### src/rtl/pupil_pkg.sv
// Shared constants and types for the pupil capture/detect path.
package pupil_pkg;

    localparam int unsigned MAX_RESOLUTION  = 112;
    localparam int unsigned LINES_PER_FRAME = 112;
    localparam int unsigned PIX_W           = 8;
    localparam int unsigned LINE_W          = MAX_RESOLUTION * PIX_W;
    localparam int unsigned CNT_W           = 8;
    localparam int unsigned IDX_W           = $clog2(MAX_RESOLUTION);

    typedef logic [CNT_W-1:0] line_idx_t;

    typedef enum logic [1:0] {
        ST_IDLE    = 2'd0,
        ST_CAPTURE = 2'd1,
        ST_DONE    = 2'd2
    } cap_state_e;

endpackage

### src/rtl/pupil_line_buf.sv
// One line buffer: byte-addressed pixel storage, a full flag and the line tag of its contents.
module pupil_line_buf
    import pupil_pkg::*;
(
    input  logic              clk_i,
    input  logic              rst_ni,
    input  logic              wr_en_i,
    input  logic [IDX_W-1:0]  wr_idx_i,
    input  logic [PIX_W-1:0]  wr_data_i,
    input  logic              set_full_i,
    input  logic              clr_full_i,
    input  line_idx_t         tag_i,
    output logic [LINE_W-1:0] data_o,
    output logic              full_o,
    output line_idx_t         tag_o
);

    logic [PIX_W-1:0] mem_q [MAX_RESOLUTION];
    logic             full_q;
    line_idx_t        tag_q;

    always_ff @(posedge clk_i or negedge rst_ni) begin
        if (!rst_ni) begin
            for (int unsigned i = 0; i < MAX_RESOLUTION; i++) begin
                mem_q[i] <= '0;
            end
        end else if (wr_en_i) begin
            mem_q[wr_idx_i] <= wr_data_i;
        end
    end

    // Completion (set) and release (clear) never target the same buffer in one cycle.
    always_ff @(posedge clk_i or negedge rst_ni) begin
        if (!rst_ni) begin
            full_q <= 1'b0;
            tag_q  <= '0;
        end else if (set_full_i) begin
            full_q <= 1'b1;
            tag_q  <= tag_i;
        end else if (clr_full_i) begin
            full_q <= 1'b0;
        end
    end

    always_comb begin
        data_o = '0;
        for (int unsigned i = 0; i < MAX_RESOLUTION; i++) begin
            data_o[PIX_W*i +: PIX_W] = mem_q[i];
        end
    end

    assign full_o = full_q;
    assign tag_o  = tag_q;

endmodule

### src/rtl/pupil_line_capture.sv
// Packs the camera pixel stream into ping-pong line buffers and presents whole lines over valid/ack.
module pupil_line_capture
    import pupil_pkg::*;
(
    input  logic              clock,
    input  logic              reset_n,
    input  logic              cam_frame_start,
    input  logic              cam_pixel_valid,
    input  logic [PIX_W-1:0]  cam_pixel,
    input  logic              line_ack,
    output logic [LINE_W-1:0] line_data,
    output logic              line_valid,
    output line_idx_t         line_number,
    output logic              frame_capture_done,
    output logic              overflow
);

    cap_state_e       state_q, state_d;
    logic [CNT_W-1:0] pix_cnt_q, pix_cnt_d;
    line_idx_t        line_cnt_q, line_cnt_d;
    logic             wr_sel_q, wr_sel_d;
    logic             rd_sel_q, rd_sel_d;
    logic             drop_q, drop_d;
    logic             overflow_q, overflow_d;
    logic             done_q, done_d;

    logic [1:0]        full, full_e, set_full, clr_full, buf_wr_en;
    logic [LINE_W-1:0] buf_data [2];
    line_idx_t         buf_tag [2];

    // Effective view of the counters for this cycle: frame_start clears them ahead of its own pixel.
    logic [CNT_W-1:0] pix_e;
    line_idx_t        line_e;
    logic             wr_e, rd_e, drop_e, acc, last_pix;

    always_ff @(posedge clock or negedge reset_n) begin
        if (!reset_n) begin
            state_q <= ST_IDLE;
        end else begin
            state_q <= state_d;
        end
    end

    always_comb begin
        state_d    = state_q;
        set_full   = '0;
        clr_full   = '0;
        buf_wr_en  = '0;
        done_d     = 1'b0;
        drop_d     = drop_q;

        pix_e      = cam_frame_start ? '0 : pix_cnt_q;
        line_e     = cam_frame_start ? '0 : line_cnt_q;
        wr_e       = !cam_frame_start && wr_sel_q;
        rd_e       = !cam_frame_start && rd_sel_q;
        full_e     = cam_frame_start ? 2'b00 : full;
        overflow_d = !cam_frame_start && overflow_q;
        acc        = cam_pixel_valid && (cam_frame_start || (state_q == ST_CAPTURE));
        last_pix   = (pix_e == CNT_W'(MAX_RESOLUTION - 1));
        drop_e     = (pix_e == '0) ? full_e[wr_e] : drop_q;

        pix_cnt_d  = pix_e;
        line_cnt_d = line_e;
        wr_sel_d   = wr_e;
        rd_sel_d   = rd_e;

        if (cam_frame_start) begin
            state_d  = ST_CAPTURE;
            clr_full = 2'b11;
        end

        if (acc) begin
            drop_d          = drop_e;
            buf_wr_en[wr_e] = !drop_e;
            if ((pix_e == '0) && drop_e) begin
                overflow_d = 1'b1;
            end
            if (last_pix) begin
                pix_cnt_d  = '0;
                line_cnt_d = line_e + 1'b1;
                // A dropped line leaves wr_sel alone so buffers keep being read in line order.
                if (!drop_e) begin
                    set_full[wr_e] = 1'b1;
                    wr_sel_d       = !wr_e;
                end
                if (line_e == CNT_W'(LINES_PER_FRAME - 1)) begin
                    state_d = ST_DONE;
                    done_d  = 1'b1;
                end
            end else begin
                pix_cnt_d = pix_e + 1'b1;
            end
        end

        if (line_ack && full_e[rd_e]) begin
            clr_full[rd_e] = 1'b1;
            rd_sel_d       = !rd_e;
        end
    end

    always_ff @(posedge clock or negedge reset_n) begin
        if (!reset_n) begin
            pix_cnt_q  <= '0;
            line_cnt_q <= '0;
            wr_sel_q   <= 1'b0;
            rd_sel_q   <= 1'b0;
            drop_q     <= 1'b0;
            overflow_q <= 1'b0;
            done_q     <= 1'b0;
        end else begin
            pix_cnt_q  <= pix_cnt_d;
            line_cnt_q <= line_cnt_d;
            wr_sel_q   <= wr_sel_d;
            rd_sel_q   <= rd_sel_d;
            drop_q     <= drop_d;
            overflow_q <= overflow_d;
            done_q     <= done_d;
        end
    end

    for (genvar b = 0; b < 2; b++) begin : g_buf
        pupil_line_buf u_buf (
            .clk_i      (clock),
            .rst_ni     (reset_n),
            .wr_en_i    (buf_wr_en[b]),
            .wr_idx_i   (IDX_W'(pix_e)),
            .wr_data_i  (cam_pixel),
            .set_full_i (set_full[b]),
            .clr_full_i (clr_full[b]),
            .tag_i      (line_e),
            .data_o     (buf_data[b]),
            .full_o     (full[b]),
            .tag_o      (buf_tag[b])
        );
    end

    assign line_valid         = full[rd_sel_q];
    assign line_data          = buf_data[rd_sel_q];
    assign line_number        = buf_tag[rd_sel_q];
    assign frame_capture_done = done_q;
    assign overflow           = overflow_q;

endmodule

### config.mk
export PLATFORM = sky130hd
export DESIGN_NAME = pupil_line_capture
export DESIGN_NICKNAME = d
export VERILOG_FILES = /design/src/rtl/pupil_pkg.sv /design/src/rtl/pupil_line_buf.sv /design/src/rtl/pupil_line_capture.sv
export SDC_FILE = /design/constraint.sdc
export NUM_CORES = 2
export LEC_CHECK = 0
export CORE_ASPECT_RATIO = 1.2
export CORE_UTILIZATION = 35
export DETAILED_ROUTE_END_ITERATION = 12
export PLACE_DENSITY = 0.54
export SYNTH_ARGS = -nofsm -noshare
export SYNTH_HDL_FRONTEND = slang
export SYNTH_SLANG_ARGS = --single-unit
### constraint.sdc
create_clock -name clock -period 5.7 [get_ports clock]
set_input_delay 1.14 -clock clock [delete_from_list [all_inputs] [get_ports clock]]
set_output_delay 1.14 -clock clock [all_outputs]
set_load 0.005 [all_outputs]
; Word level (Yosys, flattened, before mapping)
; Cells that the tools add are included.
[classes]
n_addsub = 2
n_lt_le_gt_ge = 8
eq_ne = 3
muxes = 51
bitwise = 4
reduce_logical = 17
[ops]
columns = cell, count
row1 = 2-to-1 mux 896 bit, 3
row2 = bitwise mux 896 bit, 2
row3 = 2-to-1 mux 8 bit, 10
row4 = demux 8 bit (select 7 bit), 1
row5 = 2-to-1 mux 1 bit, 22
row6 = 2-to-1 mux 2 bit, 11
row7 = "adder 8 x 1 -> 8 bit, second input constant", 2
row8 = "== test 8 x 7 -> 1 bit, second input constant", 2
row9 = logical AND 1 bit, 9
row10 = "greater-or-equal comparator 8 bit, second input constant", 1
row11 = zero test 8 bit, 1
row12 = "less-than comparator 8 x 1 -> 1 bit, second input constant", 1
row13 = inverter 7 -> 8 bit, 1
row14 = "less-than comparator 1 x 2 -> 1 bit, second input constant", 3
row15 = zero test 1 bit, 4
row16 = nonzero test 2 bit, 2
row17 = bitwise AND 2 bit, 1
row18 = demux 1 bit (select 1 bit), 2
row19 = "== test 2 x 1 -> 1 bit, second input constant", 1
row20 = "greater-or-equal comparator 1 bit, second input constant", 2
row21 = "greater-or-equal comparator 2 bit, second input constant", 1
row22 = inverter 1 -> 2 bit, 1
row23 = bitwise OR 2 bit, 1
row24 = logical OR 1 bit, 1
[word_totals]
regBits = 1833
input_bits = 13
wordCells = 321

; Depth between registers and ports, before layout
[logic_depth]
word_depth = 10
mapped_depth = 16
depth_no_buf = 11

; By module
; Synthesis repeated with hierarchy kept, for this count alone.
[hier_totals]
hier_cells = 5319
area_unflattened_um2 = 81623.3
[modules_own_cells]
columns = mod, n_inst, cells_each, area_per_inst_um2, seq_area_each_um2
row1 = pupil_line_buf, 2, 2089, 34810.9, 22646.7
row2 = pupil_line_capture, 1, 1141, 12001.5, 575.6

; Worst setup path before layout
; No wires, ideal clock.
[synth_path]
kind = input -> register
startpoint = in cam_frame_start
endpoint = reg g_buf[0].u_buf.mem_q (netlist bit g_buf[0].u_buf.data_o[192])
setup_time_ns = 0.125
t_arrival_ns = 4.161
required_time_ns = 5.575
slack_ns = 1.414
cell_stages = 16
path_buffers = 5
cell_sequence = buf_4 -> clkbuf_1 -> clkbuf_1 -> inv_1 -> nand2_1 -> ha_1 -> nand4_1 -> a21oi_1 -> a21oi_1 -> ha_1 -> and2_1 -> buf_2 -> o21ai_1 -> buf_2 -> nor3_2 -> mux2_2
[synth_via]
elab_chain_cells = 8
[synth_rtl]
columns = element, line_no
row1 = "start, declared", pupil_line_capture.sv:7  ; input logic cam_frame_start,
row2 = "parallel branches: the longest is 8 deep, another holds greater-or-equal comparator 8 bit", -
row3 = "end signal, assigned by index", pupil_line_buf.sv:28  ; mem_q[wr_idx_i] <= wr_data_i;
row4 = "end, declared", pupil_line_buf.sv:18  ; logic [PIX_W-1:0] mem_q [MAX_RESOLUTION];
; Parallel ways; which one is timed is not known. The select of a mux whose other input is x is not followed.
; A chain may end at the register's enable or synchronous reset.

; Worst setup path in the final report
[layout_path]
startpoint = reg rd_sel_q
endpoint = out line_data[209]
[layout_via]
elab_chain_cells = 4
[layout_rtl]
columns = element, line_no
row1 = "start, declared", pupil_line_capture.sv:22  ; logic rd_sel_q, rd_sel_d;
row2 = "start signal, assigned", pupil_line_capture.sv:114  ; rd_sel_q <= rd_sel_d;
row3 = inverter 1 -> 2 bit (implied by the code), pupil_line_capture.sv:138  ; assign line_data = buf_data[rd_sel_q];
row4 = 2-to-1 mux 896 bit (implied by the code) (3 in series), pupil_line_capture.sv:138
row5 = "end, declared", pupil_line_capture.sv:11  ; output logic [LINE_W-1:0] line_data,
; No other way between the ends. The select of a mux whose other input is x is not followed.

==> metrics.cfg <==
[run_status]
status=complete, no violations

[clocking]
post-cts-setup-buffer-count=0
clkSlewWorstSetupHoldPaths_ps=60
clk_path_buf_depth=4
cts_hold_buf=0
cts_htree_levels=4
cts_tree=built
cts.sinks=1833
cts_root_buf=clkbuf_16
cts_buffers=207
clk_latency_ps=880
cts_resized=0

[critical_path]
slowest_stage=dfrtp_4
crit_buf_inv=2
cp_max_fo=42
crit_family=buffers and inverters
max_stage_delay_ps=1070
path_cells=buf_4 > mux2_2 > clkdlybuf4s50_1
critPathArrivalTime_ps=3560
crit_required_ps=4560
cp-start-kind=register
end_kind=primary output
critical_path_class=register to primary output

[synth]
ys_warn_count=0
syn_area_per_cell_um2=15.2
synth.area.top_cells=dfrtp_1 (57%), mux2_2 (38%), clkbuf_1 (1.4%)
synth_top_cell_by_area=dfrtp_1
synth_area_um2=80700
synth.distinct_cells=53
async_reset_ff_share_pct=100
synth_edf_count=0
synth_top_cell_area_share_pct=56.8
synth_commonest_cells=mux2_2 (2,714), dfrtp_1 (1,833), clkbuf_1 (310), nor2_2 (159), buf_2 (38)
ys.flop_type=dfrtp_1
yosysMostFrequentCell=mux2_2
yosysSeqAreaShare_pct=56.8
syn_nets=5318
ys_seq_elements=1833
syn_inst=5300

[sta]
slew_viol_final=0
finClkSkew_ps=34.8
setup-tns-final_ps=0
tightest_slew_ps=1250
fmax_ghz=0.213
finalWorstPathRequiredPeriod_ps=4700
min_period_over_period_pct=82.5
rsz0062_at_grt=false
setup_viol=0
maxSlewHeadroom_pct=16.4
hold_slack_ps=237
hold_viol_final=0

[route]
first_iter_violations=1993
ant_nets=0
vias_per_cell=5.09
wirelength_mm=262
wl_per_cell_um=28.1
route.detailed.drc=0
vias=47550
dr.pass1.iters=5

[power_and_ir_drop]
peakVddDrop_mv=0.241
cellPowerDensity_nw_per_um2=278
power.leakage_nw=47.6

[placement]
io_buffers=919
gp_congestion=0.767
dp_hpwl_mm=171

[floorplanning]
num_rows=192
die_h_um=528
die-area_um2=233000
start_util_pct=35.3
core_um2=229000
io_pins=920
fp.dieW_um=440

[grt]
grt_pass1_wl_mm=379
antenna_found_initial=6
grt_start_max_net_pins=160
overflow=0
grtUsageTotal_pct=22.3
first_global_vias=50775

[final_layout]
multi_input_area_um2=33400
seq_area_um2=45900
nFillCells=20745
syn_to_final_growth_pct=24.4
drive_above_1_share_pct=53.6
nets=6189

[flow_run]
maxCapViolations=0

[hold_path]
hp-class=input pin to async pin

==> placed cells by master, fill, tap and decap left out, types with 4 or more instances in the layout <==
cell type        instances
clkinv_2                31
buf_12                  31
clkinvlp_4               4
nand3_1                  5
nand3_2                  5
clkdlybuf4s50_1        909
a21oi_1                  5
or3_1                    8
clkbuf_8                64
inv_1                    7
nor2_1                  13
buf_4                   71
nand2_1                 29
mux2_2                2714
nor2_2                 159
ha_1                     5
clkbuf_1                45
clkbuf_16              208
o211ai_1                15
bufinv_16               16
o21ai_0                 10
nor2b_1                 15
nor2_4                  19
nor3_4                  13
and4bb_2                 4
nand4_1                  5
dfrtp_1               1832
xnor2_1                  6
nor3_2                  29
==> report_power, final <==
group          internal (mW)  leakage, nW  switching [mW]  total, mW
registers               13.1         25.6          0.0433       13.1
clock network           8.14         3.42            5.50       13.6
logic                  0.323         18.7           0.774       1.10
==> cell type report <==
class / count / share of cell area [%]
clock buffers: 309 / 6.12
multi-input cells: 3101 / 33.3
repair buffers: 1021 / 10.4
diodes: 2 / 0.00498
flip-flops and latches: 1833 / 45.7
clock inverters: 59 / 0.782
well taps: 3007 / 3.75
inverters: 7 / 0.0262
==> worst reg2reg max path: stages (launching register included) <==
cell,delay (ps)
dfrtp_1,530
nor2b_1,450
inv_1,100
ha_1,220
nand4_1,120
a21oi_1,90
a21oi_1,210
ha_1,230
and2_1,390
o211ai_1,250
buf_4,380
nor2_2,650
mux2_2,420
==> layer usage <==
metal  up-vias  GRT usage [%]  wire, um
li1      20667              -         -
met1     25603           28.2    111000
met2       961           36.3    125000
met3       317           6.66     17700
met4         2           6.90      8560
met5         -              0        13
==> metrics by stage <==
| step | setup slack [ps] | util, % | instance area (um2) | cells | power [mW] |
|---|---|---|---|---|---|
| 2_1_floorplan | 1410 | - | 80700 | 5300 | 13.7 |
| 3_3_place_gp | 621 | 40.9 | 93500 | 8969 | 14.5 |
| 3_5_place_dp | 639 | 40.9 | 93500 | 8969 | 14.5 |
| 4_1_cts | 777 | 43.9 | 100000 | 9337 | 28.3 |
| 5_1_grt | 776 | 43.9 | 100000 | 9339 | 28.9 |
| 6_report | 996 | 43.9 | 100000 | 9339 | 27.9 |
==> logic make-up (layout without fill, tap and decap cells) <==
group           after synthesis  in the layout  share of synthesized area (%)
buf+inv                     366           1396                           1.81
xor+xnor                      7              7                         0.0759
mux                        2715           2715                           37.9
other cells                   0              2                              0
fa+ha+maj                     5              5                         0.0775
compound gates               44             44                          0.398
simple gates                330            330                           2.96
flops                      1833           1833                           56.8
==> worst paths after layout <==
kind	start	end	slack (ps)	depth (start not counted)
hold / removal	reset_n	g_buf[0].u_buf.data_o[4]$_DFFE_PN0P_	240	1
setup reg to reg	pix_cnt_q[0]$_DFF_PN0_	g_buf[1].u_buf.data_o[315]$_DFFE_PN0P_	1540	12
max in group asynchronous	reset_n	g_buf[0].u_buf.data_o[289]$_DFFE_PN0P_	3780	2
setup / recovery	rd_sel_q$_DFF_PN0_	line_data[209]	1000	3
min in group clock	overflow$_DFF_PN0_	overflow$_DFF_PN0_	500	1
hold reg to reg	overflow$_DFF_PN0_	overflow$_DFF_PN0_	500	1
==> flip-flops by register name (all words and copies together) (netlist names) <==
name,cells
line_cnt_q,8
frame_capture_done,1
overflow,1
rd_sel_q,1
drop_q,1
wr_sel_q,1
state_q,2
g_buf.u_buf.tag_o,16
pix_cnt_q,8
g_buf.u_buf.full_o,2
g_buf.u_buf.data_o,1792
Power figures use the tool's default switching activity.
